[config.mk]
export PLATFORM = sky130hd
export DESIGN_NAME = pulse_sequencer_flat
export DESIGN_NICKNAME = d
export VERILOG_FILES = /design/src/rtl/pulse_sequencer_if.sv /design/src/rtl/pulse_sequencer.sv /design/src/flat_wrapper.sv
export SDC_FILE = /design/constraint.sdc
export NUM_CORES = 1
export LEC_CHECK = 0
export ABC_AREA = 1
export BUFFER_PORTS_ARGS = -buffer_cell sky130_fd_sc_hd__buf_2
export CAP_MARGIN = 20
export CORE_AREA = 2 2 118 120
export CTS_BUF_LIST = sky130_fd_sc_hd__clkbuf_2 sky130_fd_sc_hd__clkbuf_4 sky130_fd_sc_hd__clkbuf_8
export CTS_CLUSTER_DIAMETER = 200
export DETAILED_ROUTE_END_ITERATION = 7
export DIE_AREA = 0 0 120 122
export PLACE_DENSITY_LB_ADDON = 0.15
export SLEW_MARGIN = 20
export SYNTH_ARGS = -nofsm -noshare
export SYNTH_HDL_FRONTEND = slang
export SYNTH_SLANG_ARGS = --single-unit
[constraint.sdc]
create_clock -name clk -period 4.1 [get_ports clk]
set_input_delay 1.23 -clock clk [delete_from_list [all_inputs] [get_ports clk]]
set_output_delay 1.23 -clock clk [all_outputs]
set_load 0.1 [all_outputs]
[src/rtl/pulse_sequencer_if.sv]
// Descriptor FIFO read port, pulse-memory read port and sample output stream
// of the pulse sequencer, bundled for connection as one port.
interface pulse_sequencer_if #(
   parameter int unsigned TSTART_W = 32,
   parameter int unsigned ADDR_W   = 8,
   parameter int unsigned WORD_W   = 32
);
   logic                fifo_empty;
   logic [TSTART_W-1:0] fifo_delay;
   logic [ADDR_W-1:0]   fifo_addr;
   logic                fifo_rd_en;
   logic                pmem_en;
   logic [ADDR_W-1:0]   pmem_addr;
   logic [WORD_W-1:0]   pmem_rdata;
   logic                sample_valid;
   logic [WORD_W-1:0]   sample_data;
   logic                pulse_start;
   logic                pulse_done;

   modport master (
      input  fifo_empty, fifo_delay, fifo_addr, pmem_rdata,
      output fifo_rd_en, pmem_en, pmem_addr,
      output sample_valid, sample_data, pulse_start, pulse_done
   );

   modport slave (
      output fifo_empty, fifo_delay, fifo_addr, pmem_rdata,
      input  fifo_rd_en, pmem_en, pmem_addr,
      input  sample_valid, sample_data, pulse_start, pulse_done
   );
endinterface

[src/rtl/pulse_sequencer.sv]
// Pops {delay, base} descriptors, waits, reads the envelope header then streams
// N samples. Define PULSE_SEQ_ABS_TIME_EN to treat delay as an absolute timestamp.
module pulse_sequencer #(
   parameter int unsigned TSTART_W = 32,
   parameter int unsigned ADDR_W   = 8,
   parameter int unsigned WORD_W   = 32,
   parameter int unsigned LEN_W    = 16
) (
   input  logic                clk,
   input  logic                reset_n,
   pulse_sequencer_if.master   bus,
   output logic                busy,
   output logic [TSTART_W-1:0] timestamp,
   output logic                late_error
);

   typedef enum logic [1:0] {IDLE, WAIT, HDR, PLAY} state_t;

   state_t              state_q, state_d;
   logic [ADDR_W-1:0]   base_q;
   logic [ADDR_W-1:0]   addr_q;
   logic [LEN_W-1:0]    remain_q;
   logic                rd_smp_q, rd_first_q, rd_last_q;

   logic                pop, hdr_rd, smp_rd, smp_first, smp_last, zero_len, wait_done;
   logic [ADDR_W-1:0]   rd_addr;
   logic [LEN_W-1:0]    hdr_len;

`ifdef PULSE_SEQ_ABS_TIME_EN
   logic [TSTART_W-1:0] target_q;
   logic [TSTART_W-1:0] lead;
   logic                early_q;

   assign lead      = bus.fifo_delay - timestamp;
   assign wait_done = (timestamp == target_q) || early_q;
`else
   logic [TSTART_W-1:0] cnt_q;

   assign wait_done  = (cnt_q == '0);
   assign late_error = 1'b0;
`endif

   assign hdr_len = bus.pmem_rdata[LEN_W-1:0];

   always_comb begin
      state_d   = state_q;
      pop       = 1'b0;
      hdr_rd    = 1'b0;
      smp_rd    = 1'b0;
      smp_first = 1'b0;
      smp_last  = 1'b0;
      zero_len  = 1'b0;
      rd_addr   = '0;
      unique case (state_q)
         IDLE: begin
            if (!bus.fifo_empty) begin
               pop     = 1'b1;
               state_d = WAIT;
            end
         end
         WAIT: begin
            if (wait_done) begin
               hdr_rd  = 1'b1;
               rd_addr = base_q;
               state_d = HDR;
            end
         end
         HDR: begin
            if (hdr_len == '0) begin
               zero_len = 1'b1;
               state_d  = IDLE;
            end else begin
               smp_rd    = 1'b1;
               smp_first = 1'b1;
               smp_last  = (hdr_len == LEN_W'(1));
               rd_addr   = base_q + ADDR_W'(1);
               state_d   = smp_last ? IDLE : PLAY;
            end
         end
         PLAY: begin
            smp_rd   = 1'b1;
            smp_last = (remain_q == LEN_W'(1));
            rd_addr  = addr_q;
            if (smp_last) state_d = IDLE;
         end
         default: state_d = IDLE;
      endcase
   end

   // Pop strobe is combinational from IDLE; gate it so reset forces it low at once.
   assign bus.fifo_rd_en = pop & reset_n;
   assign bus.pmem_en    = hdr_rd | smp_rd;
   assign bus.pmem_addr  = rd_addr;
   assign busy = (state_q != IDLE) | rd_smp_q | bus.sample_valid | bus.pulse_done;

   always_ff @(posedge clk or negedge reset_n) begin
      if (!reset_n) begin
         state_q          <= IDLE;
         base_q           <= '0;
         addr_q           <= '0;
         remain_q         <= '0;
         rd_smp_q         <= 1'b0;
         rd_first_q       <= 1'b0;
         rd_last_q        <= 1'b0;
         timestamp        <= '0;
         bus.sample_valid <= 1'b0;
         bus.sample_data  <= '0;
         bus.pulse_start  <= 1'b0;
         bus.pulse_done   <= 1'b0;
`ifdef PULSE_SEQ_ABS_TIME_EN
         target_q         <= '0;
         early_q          <= 1'b0;
         late_error       <= 1'b0;
`else
         cnt_q            <= '0;
`endif
      end else begin
         state_q   <= state_d;
         timestamp <= timestamp + TSTART_W'(1);
         if (pop) begin
            base_q <= bus.fifo_addr;
`ifdef PULSE_SEQ_ABS_TIME_EN
            target_q <= bus.fifo_delay;
            // A target equal to the pop timestamp can no longer be hit, so leave on the first WAIT cycle.
            early_q  <= lead[TSTART_W-1] || (lead == '0);
            if (lead[TSTART_W-1]) late_error <= 1'b1;
`else
            cnt_q  <= bus.fifo_delay;
`endif
         end
`ifndef PULSE_SEQ_ABS_TIME_EN
         if (state_q == WAIT && !wait_done) cnt_q <= cnt_q - TSTART_W'(1);
`endif
         if (smp_rd) begin
            addr_q   <= rd_addr + ADDR_W'(1);
            remain_q <= (state_q == HDR) ? hdr_len - LEN_W'(1) : remain_q - LEN_W'(1);
         end
         rd_smp_q         <= smp_rd;
         rd_first_q       <= smp_first;
         rd_last_q        <= smp_last;
         bus.sample_valid <= rd_smp_q;
         bus.sample_data  <= rd_smp_q ? bus.pmem_rdata : '0;
         bus.pulse_start  <= rd_first_q;
         bus.pulse_done   <= rd_last_q | zero_len;
      end
   end

endmodule

[src/flat_wrapper.sv]
// flat-port wrapper written by rule: the top's interface ports become plain ports
module pulse_sequencer_flat 
#(
   parameter int unsigned TSTART_W = 32,
   parameter int unsigned ADDR_W   = 8,
   parameter int unsigned WORD_W   = 32,
   parameter int unsigned LEN_W    = 16
)
  (clk, reset_n, busy, timestamp, late_error, bus_fifo_empty, bus_fifo_delay, bus_fifo_addr, bus_pmem_rdata, bus_fifo_rd_en, bus_pmem_en, bus_pmem_addr, bus_sample_valid, bus_sample_data, bus_pulse_start, bus_pulse_done);
  pulse_sequencer_if #(.TSTART_W(TSTART_W), .ADDR_W(ADDR_W), .WORD_W(WORD_W)) bus_i ();
  input  logic clk;
  input  logic reset_n;
  output logic busy;
  output logic [TSTART_W-1:0] timestamp;
  output logic late_error;
  input wire logic [$bits(bus_i.fifo_empty)-1:0] bus_fifo_empty;
  input wire logic [$bits(bus_i.fifo_delay)-1:0] bus_fifo_delay;
  input wire logic [$bits(bus_i.fifo_addr)-1:0] bus_fifo_addr;
  input wire logic [$bits(bus_i.pmem_rdata)-1:0] bus_pmem_rdata;
  output wire logic [$bits(bus_i.fifo_rd_en)-1:0] bus_fifo_rd_en;
  output wire logic [$bits(bus_i.pmem_en)-1:0] bus_pmem_en;
  output wire logic [$bits(bus_i.pmem_addr)-1:0] bus_pmem_addr;
  output wire logic [$bits(bus_i.sample_valid)-1:0] bus_sample_valid;
  output wire logic [$bits(bus_i.sample_data)-1:0] bus_sample_data;
  output wire logic [$bits(bus_i.pulse_start)-1:0] bus_pulse_start;
  output wire logic [$bits(bus_i.pulse_done)-1:0] bus_pulse_done;
  assign bus_i.fifo_empty = bus_fifo_empty;
  assign bus_i.fifo_delay = bus_fifo_delay;
  assign bus_i.fifo_addr = bus_fifo_addr;
  assign bus_i.pmem_rdata = bus_pmem_rdata;
  assign bus_fifo_rd_en = bus_i.fifo_rd_en;
  assign bus_pmem_en = bus_i.pmem_en;
  assign bus_pmem_addr = bus_i.pmem_addr;
  assign bus_sample_valid = bus_i.sample_valid;
  assign bus_sample_data = bus_i.sample_data;
  assign bus_pulse_start = bus_i.pulse_start;
  assign bus_pulse_done = bus_i.pulse_done;
  pulse_sequencer #(.TSTART_W(TSTART_W), .ADDR_W(ADDR_W), .WORD_W(WORD_W), .LEN_W(LEN_W)) u_core (.clk(clk), .reset_n(reset_n), .bus(bus_i), .busy(busy), .timestamp(timestamp), .late_error(late_error));
endmodule
== Yosys cells after proc, flatten, opt, wreduce, memory -nomap -nowiden ==
Index checks and enable logic that the tools add are counted.

* $add $sub $neg: 6
* Reductions and logical operators: 8
* Bitwise operators: 6
* Equality and inequality tests: 8
* Multiplexer cells: 24

{| class="wikitable"
|+ Operator list
! kind !! count
|-
| 2-to-1 mux 32 bit || 3
|-
| adder 32 x 1 -> 32 bit (second input constant) || 1
|-
| equality test 16 x 1 -> 1 bit (second input constant) || 2
|-
| logical NOT 32 bit || 1
|-
| subtractor 16 x 1 -> 16 bit (second input constant) || 2
|-
| subtractor 32 x 1 -> 32 bit (second input constant) || 1
|-
| case mux 8 bit (3 select lines) || 1
|-
| adder 8 x 1 -> 8 bit (second input constant) || 2
|-
| logical NOT 16 bit || 1
|-
| 2-to-1 mux 16 bit || 1
|-
| 2-to-1 mux 8 bit || 2
|-
| 2-to-1 mux 2 bit || 5
|-
| 2-to-1 mux 1 bit || 9
|-
| case mux 2 bit (4 select lines) || 1
|-
| bitwise OR 1 bit || 5
|-
| equality test 2 bit (second input constant) || 2
|-
| inequality test 2 x 1 -> 1 bit (second input constant) || 2
|-
| case mux 1 bit (2 select lines) || 2
|-
| nonzero test 2 bit || 2
|-
| AND reduction 3 bit || 1
|-
| equality test 2 x 1 -> 1 bit (second input constant) || 1
|-
| logical NOT 2 bit || 1
|-
| inequality test 2 bit (second input constant) || 1
|-
| AND 1 bit || 1
|-
| 2 further kinds || 2
|}

* Logic and storage cells: 65
* Register bits after elaboration: 136
* Output and inout port bits: 79

== Logic depth before layout (Yosys ltp) ==
Gate-level depths: netlist of run 1.

* Word-level depth: 4
* Depth in mapped cells: 16
* Mapped depth without buffers: 16

== Worst setup path before layout of run 1 ==
OpenSTA, ideal clock, no wires.

* Path type: input to output
* From: in bus_fifo_empty
* To: out bus_fifo_rd_en
* Setup slack: -0.189 ns
* Arrival: 3.059 ns
* Data required time: 2.870 ns
* Stages on the path: 4
* Path buffers: 1
* Cells stage by stage: nor2_1 inv_1 clkbuf_1 nor2_1

* Cells in the longest elaborated chain, start to end: 3

{| class="wikitable"
|+ Ends and longest elaborated chain
! item !! RTL line !! RTL
|-
| start: declaration || flat_wrapper.sv:16 || <nowiki>input wire logic [$bits(bus_i.fifo_empty)-1:0] bus_fifo_empty;</nowiki>
|-
| 2-to-1 mux 1 bit || pulse_sequencer.sv:56 || <nowiki>if (!bus.fifo_empty) begin</nowiki>
|-
| 2-to-1 mux 1 bit || pulse_sequencer.sv:54 || <nowiki>unique case (state_q)</nowiki>
|-
| AND 1 bit || pulse_sequencer.sv:91 || <nowiki>assign bus.fifo_rd_en = pop & reset_n;</nowiki>
|-
| end: declaration || flat_wrapper.sv:20 || <nowiki>output wire logic [$bits(bus_i.fifo_rd_en)-1:0] bus_fifo_rd_en;</nowiki>
|}

Every way passes these cells.

== Final worst setup path of run 1 ==
* From: in bus_pmem_rdata[0]
* To: out bus_pmem_addr[7]

* Cells in the longest elaborated chain, start to end: 3

{| class="wikitable"
|+ Ends and longest elaborated chain
! item !! RTL line !! RTL
|-
| start: declaration || flat_wrapper.sv:19 || <nowiki>input wire logic [$bits(bus_i.pmem_rdata)-1:0] bus_pmem_rdata;</nowiki>
|-
| logical NOT 16 bit || pulse_sequencer.sv:69 || <nowiki>if (hdr_len == '0) begin</nowiki>
|-
| 2-to-1 mux 8 bit || pulse_sequencer.sv:69 ||
|-
| case mux 8 bit (3 select lines) || pulse_sequencer.sv:54 ||
|-
| end: declaration || flat_wrapper.sv:22 || <nowiki>output wire logic [$bits(bus_i.pmem_addr)-1:0] bus_pmem_addr;</nowiki>
|}

Every way passes these cells.

==> reports/metrics.csv, run 1 <==
stage;metric;value;unit
status;outcome;finished clean;
setup_path;crit_required;2.87;ns
yosys;synth_common_cells;nand2_1, dfrtp_1, inv_1, nor2_1, nand3_1;
clocking;clockBufferDepth;2;
floorplanning;chipWidth;120;um
pwr;p_leak;4.79;nW
yosys;yosys.area.top_type;dfrtp_1;
sta;setup_slack;0.110;ns
worst_hold_path;worstHoldPathType;register to register;
yosys;synth_cells;967;
global_routing;grt_overflow_total;0;
clocking;numCtsBuffers;17;
cells_and_area;area_growth;20.2;%
yosys;async_flop_share;100;%
global_routing;grt_pass1_wl;29500;um
cells_and_area;drive_gt1_share;22.1;%
sta;setup_violations;0;
global_routing;grtUsageTotal;25.4;%
detailed_routing;drt-initial-drc-count;486;
setup_path;timing.rr.end;u_core.cnt_q[18];
sta;final-max-slew-violation-count;0;
clocking;ctsRootBufferMaster;clkbuf_8;
clocking;postCtsSetupRepairBufs;0;
floorplanning;fp-row-count;43;
setup_path;critPathArrivalTime;2.76;ns
sta;slew_headroom;36.4;%
pwr;power_density;525;nW/um^2
yosys;yosysUniqueCellTypes;46;
floorplanning;fp.dieArea;14600;um^2
clocking;clock_latency;0.45;ns
clocking;htreeDepth;4;
floorplanning;initial_core_util;55.5;%
global_routing;grt_pass1_vias;6243;
yosys;synth_most_common_cell;nand2_1;
placed_design;finalWeightedCongestion;0.854;
floorplanning;core-area;13500;um^2
yosys;syn_avg_cell_area;7.75;um^2
setup_path;worstReg2RegStart;u_core.cnt_q[0];
global_routing;antenna_found_initial;0;
detailed_routing;antenna_left;0;
run;maxCapViolCount;0;
sta;finalClockSkew;0.0114;ns
yosys;ys_warn_count;0;
yosys;ys_ff_latch;136;
sta;setup_tns;0;ns
worst_hold_path;hold_path_end;u_core.bus.pulse_start;
yosys;synth_edf_count;0;
placed_design;dp_slack;0.0628;ns
sta;post-route-period-util;97.3;%
pwr;ir_worst_vdd;0.264;mV
yosys;synthTopCellsByArea;dfrtp_1, nand2_1, inv_1;
floorplanning;boundaryPins;154;
sta;hold_viol;0;
detailed_routing;postRouteWirelength;17900;um
clocking;cts_tree;yes;
sta;fin_crit;3.99;ns
sta;worst_pin_slew;0.954;ns
worst_hold_path;holdCritStartpoint;u_core.rd_first_q;
yosys;seq_area_frac_synth;45.4;%
clocking;clock-sinks;136;
setup_path;reg2regPathDepth;12;
setup_path;r2r_slack;1.64;ns
setup_path;crit_type;primary input to output pin;
detailed_routing;first_pass_iters;5;
yosys;synth_fp_nets;1051;
global_routing;grt_max_degree;77;
detailed_routing;viasPerCell;5.21;
yosys;syn_area;7500;um^2
worst_hold_path;holdPathStages;0;
placed_design;hpwl;13000;um
yosys;synth.top_cell.area_share;45.4;%
setup_path;critPathMaxFanout;8;
floorplanning;dieHeight;122;um
clocking;path_clk_slew;0.07;ns
sta;clock.fmax;251;MHz
cells_and_area;nets;1208;
sta;rsz0062_at_grt;no;
placed_design;port_buffers;152;
detailed_routing;drc_errors;0;
setup_path;crit_start;bus_pmem_rdata[0];
setup_path;cp-end-kind;output pin;
detailed_routing;wire_per_inst;13.6;um
detailed_routing;num_vias;6866;
setup_path;start_kind;primary input;
yosys;ys.flop_type;dfrtp_1;
report_power, final:
group	internal (mW)	switching, mW	total (mW)
combinational	0.511	1.06	1.57
clock	0.629	0.525	1.15
sequential	1.67	0.342	2.01
total	2.81	1.93	4.73
area by class of cell:
| class | count | area [um^2] |
|---|---|---|
| fill | 1159 | 4500 |
| clock buffer | 20 | 263 |
| sequential | 136 | 3400 |
| timing repair buffer | 162 | 980 |
| antenna | 1 | 2.50 |
| tap | 180 | 225 |
| clock inverter | 12 | 150 |
| inverter | 128 | 483 |
| multi-input combinational | 679 | 3500 |
what timing repair did:
item	4_1_cts	5_1_grt
endpoints found under the setup margin	0	1
hold buffers	0	0
gates resized for setup	0	2
placed cells by master (no fill, tap or decap), drive strengths merged, types with 4 or more instances in the layout:
cell / netlist / final
a21oi: 19 / 19
a31oi: 4 / 4
a32o: 4 / 4
buf: 13 / 162
clkbuf: 11 / 20
clkinv: 0 / 5
dfrtp: 136 / 136
ha: 9 / 9
inv: 128 / 129
nand2: 268 / 268
nand3: 70 / 70
nand4: 21 / 21
nor2: 118 / 118
nor3: 31 / 31
nor4: 7 / 7
o211ai: 14 / 14
o21ai: 43 / 43
o221ai: 5 / 5
o22ai: 4 / 4
xnor2: 11 / 11
xor2: 34 / 34
worst max path at each step:
stage,endpoint,slack [ns],cells past startpoint
after floorplan,bus_pmem_addr[7],0.11,10
after detailed placement,bus_pmem_addr[7],0.06,11
after CTS,bus_pmem_addr[7],0.05,11
final,bus_pmem_addr[7],0.11,11
after global placement,bus_pmem_addr[7],0.11,11
after global routing,bus_pmem_addr[7],0.001,11
flip-flops by register name (all words and copies together) (netlist names):
| signal | count |
|---|---|
| u_core.addr_q | 8 |
| u_core.rd_last_q | 1 |
| u_core.bus.sample_valid | 1 |
| u_core.remain_q | 16 |
| u_core.bus.pulse_start | 1 |
| u_core.state_q | 2 |
| u_core.bus.pulse_done | 1 |
| u_core.bus.sample_data | 32 |
| u_core.timestamp | 32 |
| u_core.rd_smp_q | 1 |
| u_core.base_q | 8 |
| u_core.cnt_q | 32 |
| u_core.rd_first_q | 1 |
worst max-delay path, stage by stage:
cell     delay [ns]
buf_2          0.12
inv_1          0.11
ha_1           0.19
nand2_1        0.14
nor2_4         0.17
nand2_4        0.11
nand2_2        0.12
nor2_1         0.05
nor3_1         0.18
inv_1          0.09
buf_4          0.24
kinds of logic (layout without fill, tap and decap cells):
kind of cell / Yosys count / in the layout / synth area share [%]
other: 1 / 2 / 0.0500
xor gates and xnor gates: 45 / 45 / 5.26
buffers and inverters: 152 / 322 / 7.99
and+or+nand+nor: 522 / 522 / 31.5
AOI/OAI and AO/OA: 102 / 102 / 8.26
adders and majority gates: 9 / 9 / 1.50
DFF: 136 / 136 / 45.4
per-stage QoR:
stage          utilization, %  power, mW  cell area [um^2]  std cells  hold slack, ns
2_1_floorplan               -       3.18              7500        967           0.331
3_3_place_gp             63.6       3.55              8590       1285           0.335
3_5_place_dp             63.6       3.60              8590       1285           0.335
4_1_cts                  66.7       4.76              9000       1317           0.352
5_1_grt                  66.7       5.10              9010       1317           0.363
6_report                 66.7       4.73              9010       1318           0.350
per-layer routing:
| layer | track usage [%] | share of wire (%) | routed length, um |
|---|---|---|---|
| met5 | 0 | 0 | 0 |
| met4 | 8.97 | 2.0 | 357 |
| met3 | 5.81 | 6.5 | 1170 |
| met2 | 39.3 | 45 | 8030 |
| met1 | 35.3 | 47 | 8330 |
(Power assumes the default switching activity.)
==> run 2, diff against run 1 <==
--- a/config.mk
+++ b/config.mk
@@ -8,11 +8,11 @@
 export ABC_AREA = 1
 export BUFFER_PORTS_ARGS = -buffer_cell sky130_fd_sc_hd__buf_2
 export CAP_MARGIN = 20
-export CORE_AREA = 2 2 118 120
+export CORE_AREA = 2 2 108 131
 export CTS_BUF_LIST = sky130_fd_sc_hd__clkbuf_2 sky130_fd_sc_hd__clkbuf_4 sky130_fd_sc_hd__clkbuf_8
 export CTS_CLUSTER_DIAMETER = 200
 export DETAILED_ROUTE_END_ITERATION = 7
-export DIE_AREA = 0 0 120 122
+export DIE_AREA = 0 0 110 133
 export PLACE_DENSITY_LB_ADDON = 0.15
 export SLEW_MARGIN = 20
 export SYNTH_ARGS = -nofsm -noshare
==> run 2 against run 1 <==
Net effect: critical path depth unchanged; via count decreased by 2.0%; hold slack gained 0.0058 ns; final cell count is 0.68% lower; global-route usage shrank 0.37 points; critical path type unchanged; die area about the same; combinational power hardly changed; maximum frequency grew 1.3%; count of clock-buffer cells in the layout unchanged; sequential share of layout area increased by 0.21 points; setup slack better by 0.053 ns; clock power shrank 10%.
==> reports/metrics.csv, run 2 (synthesis gave the netlist of run 1 again) <==
stage;metric;value;unit
pwr;p_leak;4.77;nW
pwr;power_density;514;nW/um^2
floorplanning;chipWidth;110;um
sta;setup_violations;0;
clocking;postCtsSetupRepairBufs;0;
placed_design;port_buffers;152;
sta;slew_headroom;52.4;%
pwr;finalPower;4.61;mW
clocking;numCtsBuffers;17;
cells_and_area;final_common_cell;nand2_1;
sta;setup_slack;0.163;ns
detailed_routing;postRouteWirelength;17300;um
setup_path;cp-end-kind;output pin;
setup_path;critPathBufInv;4;
setup_path;crit_required;2.87;ns
clocking;path_clk_slew;0.07;ns
setup_path;critPathMaxStageDelay;0.30;ns
setup_path;path_common_cell;inv_1;
clocking;clock_latency;0.46;ns
sta;holdWs;0.356;ns
floorplanning;initial_core_util;55.7;%
sta;fin_crit;3.94;ns
sta;post-route-period-util;96.0;%
run;maxCapViolCount;0;
floorplanning;core-area;13500;um^2
detailed_routing;antenna_left;0;
floorplanning;fp-row-count;47;
placed_design;dp_slack;0.0607;ns
cells_and_area;area_growth;19.5;%
setup_path;start_kind;primary input;
status;outcome;finished clean;
sta;rsz0062_at_grt;no;
cells_and_area;largestRegisters;u_core.bus.sample_data (32), u_core.cnt_q (32), u_core.timestamp (32);
setup_path;path_cells;buf_2 > inv_1 > ha_1 > nand2_1 > nor2_4 > nand2_4 > nand2_2 > nor2_1 > nor3_2 > inv_1 > buf_4;
placed_design;hpwl;12700;um
detailed_routing;wire_per_inst;13.3;um
detailed_routing;drc_errors;0;
cells_and_area;drive_gt1_share;22.2;%
floorplanning;boundaryPins;154;
clocking;clockBufferDepth;2;
worst_hold_path;worstHoldPathType;register to register;
global_routing;grt_pass1_wl;29000;um
detailed_routing;num_vias;6730;
detailed_routing;viasPerCell;5.14;
setup_path;crit_type;primary input to output pin;
clocking;htreeDepth;4;
global_routing;grt_pass1_vias;6398;
sta;hold_viol;0;
global_routing;grt_overflow_total;0;
global_routing;grt_max_degree;58;
sta;finalClockSkew;0.0105;ns
setup_path;cp_slowest_cell;buf_4;
clocking;clock-sinks;136;
sta;setup_tns;0;ns
floorplanning;fp.dieArea;14600;um^2
cells_and_area;nets;1209;
setup_path;critPathTopFamily;simple AND/OR/NAND/NOR gates;
pwr;ir_worst_vdd;0.437;mV
detailed_routing;drt-initial-drc-count;360;
cells_and_area;n_antenna_cell;0;
setup_path;critPathMaxFanout;8;
clocking;cts_tree;yes;
detailed_routing;first_pass_iters;5;
global_routing;grtUsageTotal;25.1;%
sta;final-max-slew-violation-count;0;
sta;clock.fmax;254;MHz
global_routing;antenna_found_initial;0;
sta;worst_pin_slew;0.714;ns
clocking;ctsRootBufferMaster;clkbuf_8;
setup_path;critPathArrivalTime;2.71;ns
placed_design;finalWeightedCongestion;0.890;
floorplanning;dieHeight;133;um
cells_and_area;final_cell_mix;nand2_1, buf_2, dfrtp_1;
run 2: layout make-up:
cell class / instances / area, um^2
Multi-Input combinational cell: 679 / 3510
Tap cell: 171 / 214
Clock inverter: 12 / 103
Sequential cell: 136 / 3400
Timing Repair Buffer: 163 / 987
Inverter: 128 / 483
Fill cell: 1211 / 4510
Clock buffer: 20 / 263
run 2: final timing paths:
check | cells past startpoint | slack (ns) | to | from
max in group asynchronous | 3 | 1.80 | u_core.timestamp[29] | reset_n
min in group asynchronous | 1 | 0.68 | u_core.remain_q[2] | reset_n
setup reg to reg | 9 | 1.60 | u_core.cnt_q[7] | u_core.state_q[0]
hold / removal | 0 | 0.36 | u_core.bus.pulse_start | u_core.rd_first_q
setup / recovery | 11 | 0.16 | bus_pmem_addr[7] | bus_pmem_rdata[0]
hold reg to reg | 0 | 0.36 | u_core.bus.pulse_start | u_core.rd_first_q
run 2: what timing repair did:
| action | 4_1_cts | 5_1_grt |
|---|---|---|
| hold buffers | 0 | 0 |
| gates resized for setup | 0 | 3 |
| endpoints found under the setup margin | 0 | 1 |
run 2: where the power goes:
| group | internal (mW) | switching, mW | total [mW] |
|---|---|---|---|
| Sequential | 1.67 | 0.342 | 2.01 |
| Combinational | 0.511 | 1.06 | 1.57 |
| Clock | 0.504 | 0.521 | 1.03 |
| Total | 2.68 | 1.92 | 4.61 |
run 2: per-stage QoR:
step / instances / utilization (%) / area [um^2]
detailed placement: 1277 / 63.8 / 8590
floorplan: 967 / - / 7500
finish: 1309 / 66.5 / 8960
global placement: 1277 / 63.8 / 8590
CTS: 1309 / 66.5 / 8950
global route: 1309 / 66.5 / 8960
run 2: metal layers:
layer	wire length, um	part of all wire [%]	GRT usage [%]	up-vias
met5	0	0	0	-
met4	323	1.9	9.63	0
met3	1040	6.0	6.11	33
met2	8170	47	40.3	190
met1	7810	45	32.3	3081
li1	-	-	-	3426
